**config.mk**
```make
export PLATFORM = sky130hd
export DESIGN_NAME = uart_tx_arbiter
export DESIGN_NICKNAME = d
export VERILOG_FILES = /design/src/rtl/uart_tx_arbiter.sv
export SDC_FILE = /design/constraint.sdc
export NUM_CORES = 1
export LEC_CHECK = 0
export BUFFER_PORTS_ARGS = -buffer_cell sky130_fd_sc_hd__buf_2
export CORE_ASPECT_RATIO = 1.25
export CORE_MARGIN = 5
export CORE_UTILIZATION = 44
export DETAILED_ROUTE_END_ITERATION = 10
export GPL_TIMING_DRIVEN = 0
export PLACE_DENSITY = 0.92
export RECOVER_POWER = 25
export SETUP_SLACK_MARGIN = 0.15
export SYNTH_ARGS = -nofsm -noshare
export SYNTH_HDL_FRONTEND = slang
export SYNTH_SLANG_ARGS = --single-unit
```
**constraint.sdc**
```tcl
create_clock -name ipClk -period 2.9 [get_ports ipClk]
set_clock_uncertainty 0.1 [all_clocks]
set_input_delay 0.29 -clock ipClk [delete_from_list [all_inputs] [get_ports ipClk]]
set_output_delay 0.29 -clock ipClk [all_outputs]
set_load 0.1 [all_outputs]
```
**src/rtl/uart_tx_arbiter.sv**
```systemverilog
`timescale 1ns/1ps
// Packet-atomic round-robin arbiter merging N packet sources onto one UART TX stream.
// Latency: 1 cycle to arbitrate from IDLE, then zero-latency combinational pass-through of the granted source.
// Backpressure: ipTxReady feeds straight back to the granted source's ready; non-granted sources are held.
//
// Ports:
//   ipClk, ipReset               clock, asynchronous active-low reset
//   ipSrcValid/SoP/EoP [N]       per-source beat handshake and framing flags
//   ipSrcDest/Source/Length/Data per-source 8-bit fields, source i at [8i+7:8i]
//   opSrcReady [N]               per-source ready (grant in PASS, orphan discard in IDLE)
//   opTxStream / ipTxReady       merged packet stream to the UART packetiser and its ready
//   opGrant [N]                  registered one-hot grant, 0 when idle
//   opTimeout                    one-cycle pulse when the watchdog revokes a grant
//   opDropCount [8]              saturating count of cycles that discarded orphan beats

package uart_tx_arbiter_pkg;
  typedef struct packed {
    logic       Valid;
    logic       SoP;
    logic       EoP;
    logic [7:0] Dest;
    logic [7:0] Source;
    logic [7:0] Length;
    logic [7:0] Data;
  } UART_PACKET;
endpackage

module uart_tx_arbiter
  import uart_tx_arbiter_pkg::*;
#(
  parameter int N       = 3,
  parameter int TIMEOUT = 1024
) (
  input  logic             ipClk,
  input  logic             ipReset,
  input  logic [N-1:0]     ipSrcValid,
  input  logic [N-1:0]     ipSrcSoP,
  input  logic [N-1:0]     ipSrcEoP,
  input  logic [8*N-1:0]   ipSrcDest,
  input  logic [8*N-1:0]   ipSrcSource,
  input  logic [8*N-1:0]   ipSrcLength,
  input  logic [8*N-1:0]   ipSrcData,
  output logic [N-1:0]     opSrcReady,
  output UART_PACKET       opTxStream,
  input  logic             ipTxReady,
  output logic [N-1:0]     opGrant,
  output logic             opTimeout,
  output logic [7:0]       opDropCount
);

  localparam int IW = (N > 1) ? $clog2(N) : 1;
  localparam int SW = IW + 1;
  localparam int WW = $clog2(TIMEOUT + 1);

  typedef enum logic {IDLE, PASS} state_t;

  state_t        state, stateNext;
  logic [IW-1:0] grantIdx, grantIdxNext;
  logic [IW-1:0] rrPtr, rrPtrNext;
  logic [N-1:0]  grantNext;
  logic [WW-1:0] wdCnt, wdCntNext;
  logic          timeoutNext;
  logic [7:0]    dropNext;

  logic          found;
  logic [IW-1:0] winIdx;
  logic [SW-1:0] scanSum;
  logic [IW-1:0] scanIdx;
  logic [N-1:0]  orphanVec;
  logic          beatAcc;
  logic          wdTick;
  logic [IW-1:0] nextPtr;

  assign orphanVec = ipSrcValid & ~ipSrcSoP;
  assign beatAcc   = ipSrcValid[grantIdx] & ipTxReady;
  // Only a silent source counts toward the watchdog; a stalled sink never does.
  assign wdTick    = ~ipSrcValid[grantIdx] & ipTxReady;
  assign nextPtr   = (grantIdx == IW'(N - 1)) ? '0 : grantIdx + 1'b1;

  // Round-robin scan: first source with Valid & SoP at or after rrPtr, wrapping mod N.
  always_comb begin
    found   = 1'b0;
    winIdx  = '0;
    scanSum = '0;
    scanIdx = '0;
    for (int k = 0; k < N; k++) begin
      scanSum = {1'b0, rrPtr} + SW'(k);
      if (scanSum >= SW'(N)) begin
        scanSum = scanSum - SW'(N);
      end
      scanIdx = scanSum[IW-1:0];
      if (!found && ipSrcValid[scanIdx] && ipSrcSoP[scanIdx]) begin
        found  = 1'b1;
        winIdx = scanIdx;
      end
    end
  end

  // Datapath: zero-latency mux in PASS; in IDLE only orphan beats are acknowledged.
  // Ready is gated by ipReset so a source cannot see an acknowledge while reset is held.
  always_comb begin
    opTxStream = '0;
    opSrcReady = '0;
    if (ipReset) begin
      if (state == PASS) begin
        opTxStream.Valid  = ipSrcValid[grantIdx];
        opTxStream.SoP    = ipSrcSoP[grantIdx];
        opTxStream.EoP    = ipSrcEoP[grantIdx];
        opTxStream.Dest   = ipSrcDest[{grantIdx, 3'b000} +: 8];
        opTxStream.Source = ipSrcSource[{grantIdx, 3'b000} +: 8];
        opTxStream.Length = ipSrcLength[{grantIdx, 3'b000} +: 8];
        opTxStream.Data   = ipSrcData[{grantIdx, 3'b000} +: 8];
        opSrcReady[grantIdx] = ipTxReady;
      end else begin
        opSrcReady = orphanVec;
      end
    end
  end

  always_comb begin
    stateNext    = state;
    grantIdxNext = grantIdx;
    grantNext    = opGrant;
    rrPtrNext    = rrPtr;
    wdCntNext    = wdCnt;
    timeoutNext  = 1'b0;
    dropNext     = opDropCount;
    case (state)
      IDLE: begin
        if (|orphanVec && (opDropCount != 8'hFF)) begin
          dropNext = opDropCount + 8'd1;
        end
        if (found) begin
          stateNext         = PASS;
          grantIdxNext      = winIdx;
          grantNext         = '0;
          grantNext[winIdx] = 1'b1;
          wdCntNext         = '0;
        end
      end
      PASS: begin
        if (beatAcc) begin
          wdCntNext = '0;
          if (ipSrcEoP[grantIdx]) begin
            stateNext = IDLE;
            grantNext = '0;
            rrPtrNext = nextPtr;
          end
        end else if (wdTick) begin
          if (wdCnt == WW'(TIMEOUT - 1)) begin
            stateNext   = IDLE;
            grantNext   = '0;
            rrPtrNext   = nextPtr;
            wdCntNext   = '0;
            timeoutNext = 1'b1;
          end else begin
            wdCntNext = wdCnt + 1'b1;
          end
        end
      end
      default: begin
        stateNext = IDLE;
        grantNext = '0;
      end
    endcase
  end

  always_ff @(posedge ipClk or negedge ipReset) begin
    if (!ipReset) begin
      state       <= IDLE;
      grantIdx    <= '0;
      opGrant     <= '0;
      rrPtr       <= '0;
      wdCnt       <= '0;
      opTimeout   <= 1'b0;
      opDropCount <= 8'd0;
    end else begin
      state       <= stateNext;
      grantIdx    <= grantIdxNext;
      opGrant     <= grantNext;
      rrPtr       <= rrPtrNext;
      wdCnt       <= wdCntNext;
      opTimeout   <= timeoutNext;
      opDropCount <= dropNext;
    end
  end

endmodule

```
==> flow_summary.json, run 1 <==
{
  "synth_flop_cell": "dfrtp_1",
  "fill_cells": 503,
  "placed_cells": 548,
  "cp_cell_sequence": "dlygate4sd3_1, clkbuf_1, nand2_1, buf_1, nor2_1, buf_4",
  "dr_wl_met3_mm": 1.044,
  "slowest_stage": "dlygate4sd3_1",
  "peakVddDrop_v": 0.0007857,
  "cts_tree": "done",
  "die-area_um2": 7450,
  "drt_iter0_drc": 121,
  "hp-class": "register to register",
  "ys_async_sr_fraction_pct": 100.0,
  "drive_above_1_share_pct": 37.37,
  "layout_common_cells": "149 x buf_2, 73 x nor2_1, 42 x a21oi_1, 37 x mux2i_1, 28 x dfrtp_1",
  "vias": 3099,
  "violations": "capacitance limit, slew limit",
  "insertion_delay_ns": 0.28,
  "area_growth_pct": 37.11,
  "cp_num_buf_inv": 4,
  "dr.pass1.iters": 4,
  "core_area_um2": 5741,
  "setup_tns_ns": 0,
  "tightestPinTransition_ns": 1.513,
  "cp.arrival_ns": 2.21,
  "route.met2.wl_mm": 4.748,
  "fmax_mhz": 385.2,
  "die_w_um": 78.21,
  "setup_violations": 0,
  "antenna_found_initial": 0,
  "cts_root_buffer": "clkbuf_8",
  "synth_edf_count": 0,
  "antenna_left": 0,
  "r2r_slack_ns": 0.57,
  "hpwlAfterDp_mm": 7.720,
  "synth.area.top_cells": "dfrtp_1 27%, mux2i_1 14%, nor2_1 11%, a21oi_1 8.2%, a31oi_1 2.7%",
  "wirelength_met1_mm": 3.476,
  "antenna_cells": 0,
  "seq_area_frac_synth_pct": 27.38,
  "yosysWarnings": 0,
  "syn_inst": 326,
  "start_kind": "input port",
  "initial_core_util_pct": 44.57,
  "io_pins": 158,
  "crit_type": "input port to output pin",
  "total_leakage_power_nw": 1.762,
  "powerDensity_nw_per_um2": 1097,
  "final_common_cell": "buf_2",
  "synth_cell_types": 50,
  "syn_area_um2": 2559,
  "cts_setup_buffers": 0,
  "fin_cells": 553,
  "yosysTopAreaCell": "dfrtp_1",
  "gp_congestion": 0.9194,
  "drc": 0,
  "highest_layer": "met4",
  "max-slew-margin-rel_pct": -0.8825,
  "viasPerCell": 5.604,
  "cpLargestDelayFamily": "buffers and inverters",
  "grt_usage_pct": 24.18,
  "overflow": 0,
  "slowest_delay_ns": 0.52,
  "period_needed_ns": 2.596,
  "grt_max_degree": 29,
  "clk_pin_slew_ns": 0.09,
  "ys_seq_elements": 28,
  "grt_pass1_vias": 2953,
  "crit_fanout": 10,
  "syn_avg_cell_area_um2": 7.849,
  "clock_path_buffers": 2,
  "drt_wl_total_mm": 9.518,
  "fin_nets": 602,
  "cts-buffers-inserted": 3,
  "maxCapViolCount": 1,
  "rsz0062_at_grt": "no",
  "end_kind": "output pin",
  "status": "finished, violations left",
  "min_period_over_period_pct": 89.52,
  "core.rowCount": 31,
  "synth_top_area_share_pct": 27.38,
  "mappedNetlistNets": 439,
  "htreeDepth": 1,
  "cts_num_sinks": 28,
  "die_y_um": 95.26,
  "io_buffers": 156,
  "final_hold_viol_count": 0,
  "slew_violations": 29,
  "grt_first_pass_wirelength_mm": 14.30,
  "wl_per_cell_um": 17.21,
  "required_ns": 2.51
}
[metal layers]
layer	track usage (%)	up-vias
li1	-	1474
met1	27.42	1422
met2	43.64	180
met3	6.333	23
met4	8.892	0
met5	0	-
[logic make-up (layout without fill, tap and decap cells)]
group | after synthesis | count (layout) | share of synthesized area (%)
AOI/OAI and AO/OA | 82 | 82 | 21.22
xor gates and xnor gates | 7 | 7 | 2.396
adders and majority gates | 5 | 5 | 2.445
buffers and inverters | 31 | 192 | 4.792
DFF | 28 | 28 | 27.38
muxes | 40 | 40 | 16.09
and+or+nand+nor | 133 | 133 | 25.67
[path summary, 6_finish.rpt]
kind / startpoint / to / cells past startpoint
min reg2reg: opDropCount[4]$_DFFE_PN0P_ / opDropCount[4]$_DFFE_PN0P_ / 1
max: ipReset / opTxStream[14] / 6
min in group asynchronous: ipReset / wdCnt[2]$_DFFE_PN0P_ / 3
min: opDropCount[4]$_DFFE_PN0P_ / opDropCount[4]$_DFFE_PN0P_ / 1
max in group asynchronous: ipReset / state$_DFF_PN0_ / 3
max reg2reg: rrPtr[0]$_DFFE_PN0P_ / wdCnt[3]$_DFFE_PN0P_ / 7
[cells in the mapped netlist (2+ instances only)]
cell type / n
nor2_1: 73
a21oi_1: 42
mux2i_1: 37
dfrtp_1: 28
nand2_1: 16
inv_1: 13
a31oi_1: 11
clkbuf_1: 8
nand2b_1: 7
nand4_1: 6
o21ai_0: 6
xnor2_1: 6
and3_1: 5
buf_2: 5
ha_1: 5
nand3_1: 5
buf_1: 4
or3_1: 4
a21boi_1: 3
nor2b_1: 3
o21ai_1: 3
a211oi_2: 2
a41oi_1: 2
mux2_4: 2
nor3_1: 2
nor4_4: 2
o21a_1: 2
o31ai_1: 2
[state kept, by name, summed over array words and instances, names as in the netlist]
register     flops
grantIdx         2
opDropCount      8
opGrant          3
opTimeout        1
rrPtr            2
state            1
wdCnt           11
[stage by stage]
step	hold slack [ns]	power [mW]	setup WS (ns)	area [um^2]	utilization, %
after detailed placement	0.2661	3.602	0.2478	3426	59.68
final	0.4027	3.850	0.3038	3508	61.12
after floorplan	-0.1056	3.048	0.09989	2562	-
after global placement	0.2544	3.540	0.2723	3426	59.68
after global routing	0.4269	4.051	0.1842	3508	61.12
after CTS	0.3935	3.838	0.1820	3507	61.09
[where the power goes]
part           internal (mW)  switching, mW  total (mW)
clock network         0.0935          0.119       0.213
logic                  0.713           2.30        3.01
registers              0.498          0.127       0.625
total                   1.31           2.55        3.85
[timing repair]
| item | 4_1_cts | 5_1_grt |
|---|---|---|
| resized for setup | 4 | 9 |
| endpoints found under the setup margin | 4 | 30 |
| hold endpoints to repair | 28 | 0 |
| pin swaps | 0 | 0 |
| hold buffers | 2 | 0 |
[layout make-up]
cell class | count | area [um^2] | area share [%]
buffer | 17 | 76.32 | 2.175
clock buffer | 3 | 41.29 | 1.177
inverter | 14 | 52.55 | 1.498
multi-input combinational | 267 | 1739 | 49.57
sequential | 28 | 700.7 | 19.97
tap | 66 | 82.58 | 2.354
timing repair buffer | 158 | 815.8 | 23.25
Note: power is estimated with default switching activity, not from simulation.
==> run 2, diff against run 1 <==
--- a/config.mk
+++ b/config.mk
@@ -5,13 +5,14 @@
 export SDC_FILE = /design/constraint.sdc
 export NUM_CORES = 1
 export LEC_CHECK = 0
+export ABC_AREA = 1
 export BUFFER_PORTS_ARGS = -buffer_cell sky130_fd_sc_hd__buf_2
 export CORE_ASPECT_RATIO = 1.25
 export CORE_MARGIN = 5
 export CORE_UTILIZATION = 44
 export DETAILED_ROUTE_END_ITERATION = 10
 export GPL_TIMING_DRIVEN = 0
-export PLACE_DENSITY = 0.92
+export PLACE_DENSITY = 0.91
 export RECOVER_POWER = 25
 export SETUP_SLACK_MARGIN = 0.15
 export SYNTH_ARGS = -nofsm -noshare
==> run 2 against run 1 <==
Effect of this change: the run still ends with capacitance limit, slew limit left; combinational power grew 7.3%; clock-buffer cell count is the same; sequential power is 6.2% lower; sequential cell count did not move; wire length decreased by 0.68%; non-clock buffer count is 2 lower; register-to-register slack improved by 0.20 ns; critical path depth is 2 higher; global-route usage down 0.10 points; die area rose by 3.4%; cell count grew 24%; design area grew 3.4%; critical endpoint is now opTxStream[9]; largest cell class unchanged; largest power group unchanged.
==> flow_summary.json, run 2 <==
{
  "largest_reg_flops": 11,
  "tightestPinTransition_ns": 1.524,
  "fmax_mhz": 378.0,
  "core.rowCount": 31,
  "slowest_stage": "dlygate4sd3_1",
  "powerDensity_nw_per_um2": 1138,
  "hp-class": "input port to register",
  "drt_iter0_drc": 238,
  "cts_root_buffer": "clkbuf_8",
  "fin_nets": 731,
  "antenna_found_initial": 0,
  "peakVddDrop_v": 0.0007479,
  "end_kind": "output pin",
  "r2r_start": "rrPtr[0]$_DFFE_PN0P_",
  "max-slew-margin-rel_pct": -1.614,
  "start_kind": "input port",
  "die_y_um": 96.87,
  "synth_edf_count": 0,
  "die-area_um2": 7701,
  "yosysMostFrequentCell": "nand2_1",
  "top_regs": "wdCnt: 11 flops, opDropCount: 8 flops, opGrant: 3 flops",
  "vias": 3483,
  "syn_area_um2": 2656,
  "cts-buffers-inserted": 3,
  "min_period_over_period_pct": 91.23,
  "hpwlAfterDp_mm": 7.821,
  "maxCapViolCount": 1,
  "synth_top_area_share_pct": 27.98,
  "grt_max_degree": 29,
  "insertion_delay_ns": 0.28,
  "synth_commonest_cells": "198 x nand2_1, 61 x nand3_1, 58 x inv_1",
  "wl_per_cell_um": 13.84,
  "cts_num_sinks": 28,
  "syn_inst": 454,
  "pre_cts_slack_ns": 0.2096,
  "required_ns": 2.51,
  "antenna_left": 0,
  "io_pins": 158,
  "cts_setup_buffers": 0,
  "cp_cell_sequence": "dlygate4sd3_1, clkbuf_1, nand2_1, clkinv_1, clkbuf_1, nand2_1, inv_1, buf_2",
  "seq_area_frac_synth_pct": 26.38,
  "total_leakage_power_nw": 2.296,
  "die_w_um": 79.50,
  "drt_wl_total_mm": 9.453,
  "dr.pass1.iters": 5,
  "viasPerCell": 5.100,
  "synth_flop_cell": "dfrtp_1",
  "hold_path_startpoint": "ipTxReady",
  "gp_congestion": 0.9268,
  "grt_first_pass_wirelength_mm": 15.31,
  "cts_tree": "done",
  "core_area_um2": 5818,
  "clk_pin_slew_ns": 0.09,
  "cp_num_buf_inv": 6,
  "syn_avg_cell_area_um2": 5.851,
  "drc": 0,
  "violations": "capacitance limit, slew limit",
  "drive_above_1_share_pct": 32.25,
  "initial_core_util_pct": 45.66,
  "fill_cells": 522,
  "htreeDepth": 1,
  "synth.area.top_cells": "nand2_1 28%, dfrtp_1 26%, nand3_1 11%, inv_1 8.2%, nor2_1 3.0%",
  "slew_violations": 29,
  "setup_ws_ns": 0.2542,
  "cpLargestDelayFamily": "buffers and inverters",
  "cp.arrival_ns": 2.26,
  "crit_type": "input port to output pin",
  "mappedNetlistNets": 567,
  "rsz0062_at_grt": "no",
  "final_hold_viol_count": 0,
  "layout_common_cells": "198 x nand2_1, 156 x buf_2, 61 x nand3_1, 58 x inv_1, 28 x dfrtp_1",
  "yosysTopAreaCell": "nand2_1",
  "yosysWarnings": 0,
  "period_needed_ns": 2.646,
  "grt_usage_pct": 24.07,
  "grt_pass1_vias": 3517,
  "overflow": 0,
  "final_common_cell": "nand2_1",
  "ys_seq_elements": 28,
  "area_growth_pct": 36.55,
  "clock_path_buffers": 2,
  "io_buffers": 157,
  "setup_violations": 0,
  "antenna_cells": 0,
  "slowest_delay_ns": 0.52,
  "status": "finished, violations left",
  "timing.critical_path.from": "ipReset",
  "synth_cell_types": 31,
  "crit_fanout": 10,
  "ys_async_sr_fraction_pct": 100.0,
  "setup_tns_ns": 0,
  "top_register": "wdCnt"
}
run 2: changes by cell type after synthesis, sizes merged, moves of 4 or more:
cell | previous run | this run
inv | 14 | 64
or3 | 4 | 0
clkbuf | 8 | 12
a21oi | 43 | 7
buf | 9 | 2
mux2i | 37 | 0
and3 | 6 | 0
nor2 | 74 | 28
nand3 | 6 | 62
o21ai | 9 | 15
a31oi | 11 | 0
a211oi | 4 | 0
nand2 | 16 | 205
nand2b | 7 | 0
run 2: per-layer routing:
| metal | wire [um] | track usage, % | part of all wire (%) | up-vias |
|---|---|---|---|---|
| li1 | - | - | - | 1733 |
| met1 | 3410 | 26.67 | 36 | 1558 |
| met2 | 4834 | 43.34 | 51 | 181 |
| met3 | 1109 | 7.435 | 12 | 11 |
| met4 | 98 | 6.614 | 1.0 | 0 |
| met5 | 0 | 0 | 0 | - |
run 2: power by group:
part           internal [mW]  leakage, nW  switching [mW]  total (mW)
sequential             0.489        0.370          0.0975       0.586
clock                  0.185       0.0357           0.130       0.315
combinational          0.686         1.89            2.54        3.23
run 2: per-stage QoR:
stage / power, mW / hold WS (ns) / instance area [um^2] / utilization, % / instances
3_5_place_dp: 3.795 / 0.2569 / 3536 / 60.77 / 677
2_1_floorplan: 3.194 / -0.1056 / 2668 / - / 454
5_1_grt: 4.391 / 0.2929 / 3627 / 62.34 / 683
6_report: 4.128 / 0.2771 / 3627 / 62.34 / 683
3_3_place_gp: 3.731 / 0.2497 / 3536 / 60.77 / 677
4_1_cts: 4.117 / 0.2580 / 3637 / 62.52 / 683
run 2: what timing repair did:
| item | 4_1_cts | 5_1_grt |
|---|---|---|
| resized for setup | 0 | 12 |
| setup endpoints to repair | 0 | 23 |
| endpoints found under the hold margin | 28 | 0 |
| hold buffers | 2 | 0 |
run 2: path summary, 6_finish.rpt:
path,slack [ns],end,cells past startpoint
worst max-delay path,0.25,opTxStream[9],8
worst min-delay path,0.28,opTimeout$_DFF_PN0_,3
worst max register to register,0.77,wdCnt[9]$_DFFE_PN0P_,12
worst min register to register,0.39,opGrant[2]$_DFFE_PN0P_,2
max in group asynchronous,0.76,wdCnt[1]$_DFFE_PN0P_,3
min in group asynchronous,1.05,state$_DFF_PN0_,3
run 2: layout make-up:
class	count	area (um^2)	share of cell area, %
plain buffers	14	71.32	1.966
clock buffers	3	41.29	1.138
clock inverters	1	30.03	0.8279
inverters	66	250.2	6.899
multi-input cells	346	1653	45.57
flip-flops and latches	28	700.7	19.32
well taps	66	82.58	2.277
repair buffers	159	798.3	22.01
run 2: worst reg2reg max path: stages (launching register included):
cell	delay, ns
dfrtp_1	0.41
inv_1	0.06
ha_1	0.24
inv_1	0.11
nor2_1	0.05
nand3_1	0.09
nand2_1	0.11
nor2_2	0.19
nand2_1	0.07
nand2_1	0.13
nand2_1	0.22
nand3_1	0.15
o21ai_0	0.09
run 2: cell families (layout without fill, tap and decap cells):
logic type | Yosys count | count (layout) | share of synthesized area (%)
simple gates | 309 | 309 | 51.96
buf+inv | 80 | 243 | 11.82
flops | 28 | 28 | 26.38
compound gates | 25 | 25 | 5.181
xor+xnor | 7 | 7 | 2.308
fa+ha+maj | 5 | 5 | 2.355
==> run 3, diff against run 2 <==
--- a/config.mk
+++ b/config.mk
@@ -12,7 +12,8 @@
 export CORE_UTILIZATION = 44
 export DETAILED_ROUTE_END_ITERATION = 10
 export GPL_TIMING_DRIVEN = 0
-export PLACE_DENSITY = 0.91
+export MAX_ROUTING_LAYER = met4
+export PLACE_DENSITY = 0.81
 export RECOVER_POWER = 25
 export SETUP_SLACK_MARGIN = 0.15
 export SYNTH_ARGS = -nofsm -noshare
==> run 3 against run 2 <==
Effect of this change: the flow still finishes with violations (capacitance limit, slew limit); wire length decreased by 2.2%; global-route usage increased by 0.26 points; critical path depth unchanged; design area decreased by 0.52%; utilization decreased by 0.32 points; hold slack improved by 0.0079 ns; critical path type unchanged; highest routed layer unchanged.
==> flow_summary.json, run 3 (synthesis gave the netlist of run 2 again) <==
{
  "gp_congestion": 0.9376,
  "core.rowCount": 31,
  "period_needed_ns": 2.655,
  "fmax_mhz": 376.7,
  "drive_above_1_share_pct": 31.93,
  "drt_iter0_drc": 194,
  "cts_root_buffer": "clkbuf_8",
  "start_kind": "input port",
  "slowest_stage": "dlygate4sd3_1",
  "peakVddDrop_v": 0.0008305,
  "htreeDepth": 1,
  "io_buffers": 157,
  "overflow": 0,
  "die_w_um": 79.50,
  "grt_first_pass_wirelength_mm": 14.95,
  "grt_pass1_vias": 3452,
  "die_y_um": 96.87,
  "antenna_found_initial": 0,
  "largest_reg_flops": 11,
  "io_pins": 158,
  "wl_per_cell_um": 13.54,
  "layout_common_cells": "198 x nand2_1, 156 x buf_2, 61 x nand3_1, 58 x inv_1, 28 x dfrtp_1",
  "grt_usage_pct": 24.34,
  "cp.arrival_ns": 2.26,
  "hpwlAfterDp_mm": 7.699,
  "cts_num_sinks": 28,
  "maxCapViolCount": 1,
  "total_leakage_power_nw": 2.283,
  "clock_path_buffers": 2,
  "top_register": "wdCnt",
  "drt_wl_total_mm": 9.246,
  "vias": 3440,
  "final_common_cell": "nand2_1",
  "area_growth_pct": 35.85,
  "drc": 0,
  "fin_nets": 731,
  "required_ns": 2.51,
  "antenna_left": 0,
  "tightestPinTransition_ns": 1.514,
  "placed_cells": 677,
  "cts_setup_buffers": 0,
  "end_kind": "output pin",
  "violations": "capacitance limit, slew limit",
  "powerDensity_nw_per_um2": 1120,
  "core_area_um2": 5818,
  "insertion_delay_ns": 0.28,
  "slowest_delay_ns": 0.52,
  "crit_fanout": 10,
  "cts-buffers-inserted": 3,
  "rsz0062_at_grt": "yes",
  "cp_num_buf_inv": 6,
  "cpLargestDelayFamily": "buffers and inverters",
  "crit_type": "input port to output pin",
  "min_period_over_period_pct": 91.55,
  "grt_max_degree": 29,
  "cts_tree": "done",
  "final_hold_viol_count": 0,
  "cp_cell_sequence": "dlygate4sd3_1, clkbuf_1, nand2_1, clkinv_1, clkbuf_1, nand2_1, inv_1, buf_2",
  "hp-class": "input port to register",
  "total_power_mw": 4.042,
  "viasPerCell": 5.037,
  "max-slew-margin-rel_pct": -0.9485,
  "status": "finished, violations left",
  "fin_cells": 683,
  "setup_tns_ns": 0,
  "setup_violations": 0,
  "die-area_um2": 7701,
  "clk_pin_slew_ns": 0.09,
  "slew_violations": 29,
  "postLayoutCoreUtil_pct": 62.02,
  "initial_core_util_pct": 45.66,
  "dr.pass1.iters": 4,
  "antenna_cells": 0,
  "top_regs": "wdCnt: 11 flops, opDropCount: 8 flops, opGrant: 3 flops"
}
==> run 3: cell count changes in the layout (fill, tap and decap cells not counted), sizes merged <==
cell / change
bufinv: -1
clkbuf: +1
==> run 3: final cells by class <==
class | instances | area, um^2
fillers | 593 | 2210
multi-input cells | 346 | 1653
repair buffers | 159 | 798.3
flip-flops and latches | 28 | 700.7
inverters | 66 | 250.2
well taps | 66 | 82.58
plain buffers | 14 | 68.82
clock buffers | 4 | 55.05
==> run 3: metal layers <==
| metal | routed length, um | GRT usage [%] | vias up |
|---|---|---|---|
| met5 | 0 | - | - |
| met4 | 196 | 6.614 | 0 |
| met3 | 761 | 4.833 | 15 |
| met2 | 4710 | 43.67 | 162 |
| met1 | 3577 | 26.82 | 1534 |
| li1 | - | - | 1729 |
==> run 3: tightest hold or removal path: cells and delay by family <==
| family | cells | cell delay [ns] |
|---|---|---|
| buf+inv | 1 | 0.14 |
| simple gates | 2 | 0.19 |
==> run 3: power breakdown <==
group | switching, mW | total, mW | internal [mW] | leakage, nW
registers | 0.100 | 0.589 | 0.489 | 0.370
clock network | 0.125 | 0.247 | 0.122 | 0.0288
logic | 2.52 | 3.21 | 0.685 | 1.88
total | 2.75 | 4.04 | 1.30 | 2.28
==> run 3: path summary, 6_finish.rpt <==
path	start	to	slack [ns]	cells past startpoint
worst max-delay path	ipReset	opTxStream[11]	0.25	8
worst min-delay path	ipTxReady	opTimeout$_DFF_PN0_	0.29	3
worst max register to register	rrPtr[0]$_DFFE_PN0P_	wdCnt[5]$_DFFE_PN0P_	0.75	11
worst min register to register	opGrant[1]$_DFFE_PN0P_	opGrant[1]$_DFFE_PN0P_	0.40	2
max in group asynchronous	ipReset	wdCnt[7]$_DFFE_PN0P_	0.76	3
min in group asynchronous	ipReset	wdCnt[3]$_DFFE_PN0P_	1.06	3
==> run 3: timing repair <==
| item | in CTS | in global routing |
|---|---|---|
| endpoints found under the hold margin | 28 | 0 |
| gates resized for setup | 0 | 8 |
| setup endpoints to repair | 0 | 14 |
| hold buffers | 2 | 0 |
==> run 3: stage by stage <==
step	area, um^2	hold slack (ns)	setup slack, ns
5_1_grt	3608	0.2842	0.1341
3_5_place_dp	3536	0.2597	0.2846
4_1_cts	3621	0.2697	0.2316
3_3_place_gp	3536	0.2528	0.3001
6_report	3608	0.2851	0.2452
2_1_floorplan	2668	-0.1056	0.4061
